### src/rtl/stats_window_feeder.sv
`default_nettype none
// ============================================================================
// Module   : stats_window_feeder
// Purpose  : Circular sample buffer and launch sequencer for the variance/mean
//            engine. Collects a sample stream, launches the engine on each
//            tumbling window of WIN samples, serves its reads, and latches
//            the results it returns.
// Revision : 1.0 - initial release
// ============================================================================
module stats_window_feeder #(
    parameter int DEPTH = 16,   // buffer entries, power of two, >= WIN
    parameter int AW    = 4,    // log2(DEPTH)
    parameter int WIN   = 10    // samples per window, hop = WIN
) (
    input  logic        Clk,
    input  logic        Rst,
    // sample stream
    input  logic [31:0] in_data,
    input  logic        in_valid,
    output logic        in_ready,
    // engine launch
    output logic        start,
    output logic [31:0] si,
    output logic [31:0] ei,
    // engine read port
    input  logic [31:0] index,
    output logic [31:0] value,
    // engine results
    input  logic        done,
    input  logic [31:0] mean,
    input  logic [31:0] variance,
    output logic        res_valid,
    output logic [31:0] res_mean,
    output logic [31:0] res_variance,
    output logic        busy
);

    // Window length in the pending-counter width, the number of free slots
    // that remain outside an active window, and the base-pointer hop.
    localparam logic [AW:0]   C_WIN   = (AW+1)'(WIN);
    localparam logic [AW:0]   C_SLACK = (AW+1)'(DEPTH - WIN);
    localparam logic [AW-1:0] C_HOP   = AW'(WIN);
    localparam logic [31:0]   C_WIN32 = 32'(WIN);

    typedef enum logic [1:0] {
        ST_IDLE  = 2'd0,
        ST_START = 2'd1,
        ST_BUSY  = 2'd2
    } state_t;

    state_t        r_state;
    logic [31:0]   r_mem [DEPTH];
    logic [AW-1:0] r_wp;          // next write slot
    logic [AW-1:0] r_base;        // first slot of the next window to launch
    logic [AW:0]   r_pending;     // samples written since r_base
    logic          r_res_pend;    // results latched, res_valid due next cycle

    logic          w_accept;
    logic [AW:0]   w_extra;       // samples held beyond the active window
    logic          w_unused;

    // While START is still showing, r_pending includes the window being
    // launched; from BUSY on it counts only samples past that window. Either
    // way, accepting is safe while fewer than DEPTH-WIN slots are claimed.
    assign w_extra  = (r_state == ST_START) ? (r_pending - C_WIN) : r_pending;
    assign in_ready = (r_state == ST_IDLE) || (w_extra < C_SLACK);
    assign w_accept = in_valid && in_ready;

    // Engine reads wrap through the buffer; upper address bits are ignored.
    assign value    = r_mem[index[AW-1:0]];
    assign w_unused = ^index[31:AW];

    // Sample storage: not reset, writes are blocked while reset is held.
    always_ff @(posedge Clk) begin
        if (w_accept && !Rst) begin
            r_mem[r_wp] <= in_data;
        end
    end

    // Write pointer advances on every accepted sample, wrapping mod DEPTH.
    always_ff @(posedge Clk or posedge Rst) begin
        if (Rst) begin
            r_wp <= '0;
        end else if (w_accept) begin
            r_wp <= r_wp + AW'(1);
        end
    end

    // Launch sequencer with its registered outputs and window bookkeeping.
    always_ff @(posedge Clk or posedge Rst) begin
        if (Rst) begin
            r_state      <= ST_IDLE;
            r_base       <= '0;
            r_pending    <= '0;
            r_res_pend   <= 1'b0;
            start        <= 1'b0;
            busy         <= 1'b0;
            si           <= '0;
            ei           <= '0;
            res_valid    <= 1'b0;
            res_mean     <= '0;
            res_variance <= '0;
        end else begin
            start      <= 1'b0;
            res_valid  <= r_res_pend;
            r_res_pend <= 1'b0;

            case (r_state)
                ST_IDLE: begin
                    r_pending <= r_pending + {{AW{1'b0}}, w_accept};
                    if (r_pending >= C_WIN) begin
                        r_state <= ST_START;
                        start   <= 1'b1;
                        busy    <= 1'b1;
                        // ei may run past DEPTH; the engine's reads wrap.
                        si      <= 32'(r_base);
                        ei      <= 32'(r_base) + C_WIN32;
                    end
                end

                ST_START: begin
                    // Retire the launched window; keep any same-cycle sample.
                    r_pending <= r_pending - C_WIN + {{AW{1'b0}}, w_accept};
                    r_base    <= r_base + C_HOP;
                    r_state   <= ST_BUSY;
                end

                ST_BUSY: begin
                    r_pending <= r_pending + {{AW{1'b0}}, w_accept};
                    if (done) begin
                        res_mean     <= mean;
                        res_variance <= variance;
                        r_res_pend   <= 1'b1;
                        busy         <= 1'b0;
                        r_state      <= ST_IDLE;
                    end
                end

                default: begin
                    r_state <= ST_IDLE;
                    busy    <= 1'b0;
                end
            endcase
        end
    end

endmodule
`default_nettype wire

### config.mk
export PLATFORM = sky130hd
export DESIGN_NAME = stats_window_feeder
export DESIGN_NICKNAME = d
export VERILOG_FILES = /design/src/rtl/stats_window_feeder.sv
export SDC_FILE = /design/constraint.sdc
export NUM_CORES = 1
export LEC_CHECK = 0
export ABC_AREA = 1
export CORE_AREA = 2 2 214 216
export CTS_BUF_LIST = sky130_fd_sc_hd__clkbuf_8
export DETAILED_ROUTE_END_ITERATION = 8
export DIE_AREA = 0 0 216 218
export PLACE_DENSITY = 0.89
export SYNTH_ARGS = -nofsm -noshare
export SYNTH_HDL_FRONTEND = slang
export SYNTH_SLANG_ARGS = --single-unit
### constraint.sdc
create_clock -name Clk -period 4.8 [get_ports Clk]
set_clock_uncertainty 0.1 [all_clocks]
set_input_delay 0.96 -clock Clk [delete_from_list [all_inputs] [get_ports Clk]]
set_output_delay 0.96 -clock Clk [all_outputs]
set_load 0.01 [all_outputs]
==> results.md <==
- Antenna violations before repair: 3
- Clock transition at path regs: 0.06 ns
- Gr usage total: 25.1%
- Hpwl dp: 32.4 mm
- Maximum clock rate: 249 MHz
- GRT overflow: 0
- Share of layout cells above drive strength 1: 7.87%
- I/O Buffers: 210
- Sequential-to-total area share from yosys stat: 69.8%
- Die Wd: 216 um
- Filler Cell Count: 2,929
- Synth Area in XOR/XNOR: 0.208%
- Die Y: 218 um
- Highest routed layer: met5
- First-pass GRT wire length: 90.1 mm
- CTS H-tree lvls: 3
- Post-synth top flop: edfxtp_1
- Avg WL per Cell: 19.7 um
- Arr. time, crit path: 2.96 ns
- RePlAce Congestion: 0.810
- Final Critical Period: 4.02 ns
- Most frequent cells in the layout: edfxtp_1 (512), nand2_1 (412), inv_1 (308)
- Post-route ant nets: 0
- Maximum VDD drop: 0.000332 V
- Number of max-cap violations: 0
- Vias in the first global route: 16,922
- Average cell area after synthesis: 11.8 sq um
- Pre-Repair DR Iteration Count: 6
- Final worst-path cycle share: 83.8%
- Clk sinks: 601
- Setup bufs post-CTS: 0
- Met1 Wirelength: 20.4 mm
- TNS Setup: 0 ns
- CP endpoint kind: primary output
- Met3 routed WL: 7.09 mm
- Worst-Margin Slew: 1.02 ns
- Clk Tree Root Cell: clkbuf_8
- Most common cell after layout, fill and taps aside: edfxtp_1
- Synth unique cells: 34
- Synth Register Bits: 601
- Startpoint types: input pin
- Worst min-delay path class: register to register
- Hold buffers post-CTS: 0
- Sequential cell area: 17,600 sq um
- Die area: 47,100 sq um
- IO Pins: 296
- Number of buffers created by CTS: 92
- FFs w/ async S/R, synth: 14.8%
- Critical-path maximum fanout: 52
- CTS tree: built
- Layout Area Growth over Synthesis: 16.1%
- Max Slew Vio Count: 0
- Row cnt: 78
- Worst path required time: 3.74 ns
- Multi-input gate area: 5580 sq um
- Leakage power: 11.6 nW
- Overall Power: 12.9 mW
- Core area: 44,900 sq um
- EDFF count, synth: 512
- Total Wirelength: 59.6 mm
- Ys Warns: 0
- Iteration-0 DRC Markers: 2,077
- Worst skew pair latency: 0.67 ns
- Power per cell area: 440 nW/um^2
- Post-Synth Adder-Cell Area: 0.397%
- Clock Path Buffers: 3
- Starting Density: 56.2%
- Critical path type: input pin to primary output
- Simple-gate portion of the synthesized area: 10.8%
- RSZ-0062 raised after global routing: false
- Final net count: 2,494
- Compound-gate portion of the synthesized area: 9.41%
- Synth Cell Area: 25,200 sq um
- Maximum number of pins on one net before global-route repair: 74
- Largest family of logic cells by synthesized area: simple AND/OR/NAND/NOR gates
- Slew Limit Headroom: 31.7%
- Mapped Cells: 2,129
- Vias: 17,127
- Post-CTS sizing: 0
- Mux share of post-synthesis cell area: 0%
- Hold Slack: 0.237 ns
- Drc violations: 0
- Met2 wire length: 29.3 mm
- Final hold viol count: 0
- Vias/cell: 5.66
- Outcome: finished, final reports clean
- Setup-failing EPs final: 0
## report_power, final
part	leakage, nW	internal, mW	switching, mW	total (mW)
combinational	4.91	1.05	1.40	2.46
sequential	5.71	6.18	0.305	6.48
clock	0.973	1.97	1.98	3.96
total	11.6	9.20	3.69	12.9
## cell families (layout without fill, tap and decap cells)
kind of cell / Yosys count / after routing
and+or+nand+nor: 648 / 648
DFF: 601 / 601
buffers and inverters: 464 / 706
AOI/OAI and AO/OA: 401 / 401
adders and majority gates: 8 / 8
xor gates and xnor gates: 6 / 6
other: 1 / 58
## path summary, 6_finish.rpt
path                              startpoint  slack [ns]              end  depth (start not counted)
worst max-delay path                index[1]        0.78        value[20]                          7
worst min-delay path              r_res_pend        0.24        res_valid                          0
worst max register to register  r_pending[2]        1.68     r_mem[4][25]                         11
worst min register to register    r_res_pend        0.24        res_valid                          0
max in group asynchronous                Rst        2.82  res_variance[6]                          4
min in group asynchronous                Rst        0.69            ei[3]                          3
## flip-flops by register name, summed over array words and instances, names as in the netlist
signal	flops
r_base	3
r_state	2
r_wp	4
start	1
ei	4
r_res_pend	1
res_mean	32
res_variance	32
si	3
res_valid	1
busy	1
r_pending	5
r_mem	512
## critical path: stages
cell	delay [ns]
buf_6	0.36
buf_4	0.40
o211ai_1	0.17
nand3_1	0.15
nand3_1	0.12
nand2_1	0.17
clkdlybuf4s50_1	0.57
## stage by stage
stage                     util (%)  setup WS [ns]  instance area (sq um)  instances
after detailed placement      61.4          0.844                  27600       2860
final                         65.2          0.777                  29300       3028
after global placement        61.4          0.941                  27600       2860
after floorplan                  -         -0.580                  25400       2185
after global routing          65.2          0.731                  29300       3028
after CTS                     65.2          0.794                  29300       3027
## Yosys cell counts (all sizes together), types with 10 or more instances
| library cell | instances | area, sq um |
|---|---|---|
| edfxtp | 512 | 15400 |
| nand2 | 416 | 1580 |
| inv | 283 | 1060 |
| nand3 | 201 | 1010 |
| buf | 139 | 1130 |
| o21ai | 138 | 691 |
| a21oi | 132 | 661 |
| o211ai | 128 | 1000 |
| dfrtp | 89 | 2230 |
| clkbuf | 41 | 159 |
| nor2 | 16 | 60.1 |
| nor3 | 10 | 55.1 |
## layer usage
layer  GRT usage, %  vias up
met2           41.9     1158
li1               -     7681
met3           7.02      223
met5              0        -
met4           14.0        4
met1           29.6     8061
## layout make-up
| cell class | count | share of cell area [%] |
|---|---|---|
| Antenna cell | 1 | 0.00855 |
| Clock buffer | 96 | 4.51 |
| Clock inverter | 71 | 1.31 |
| Inverter | 284 | 3.64 |
| Multi-Input combinational cell | 1120 | 19.1 |
| Sequential cell | 601 | 60.1 |
| Tap cell | 600 | 2.56 |
| Timing Repair Buffer | 255 | 8.79 |
Note: power is estimated with default switching activity, not from simulation.
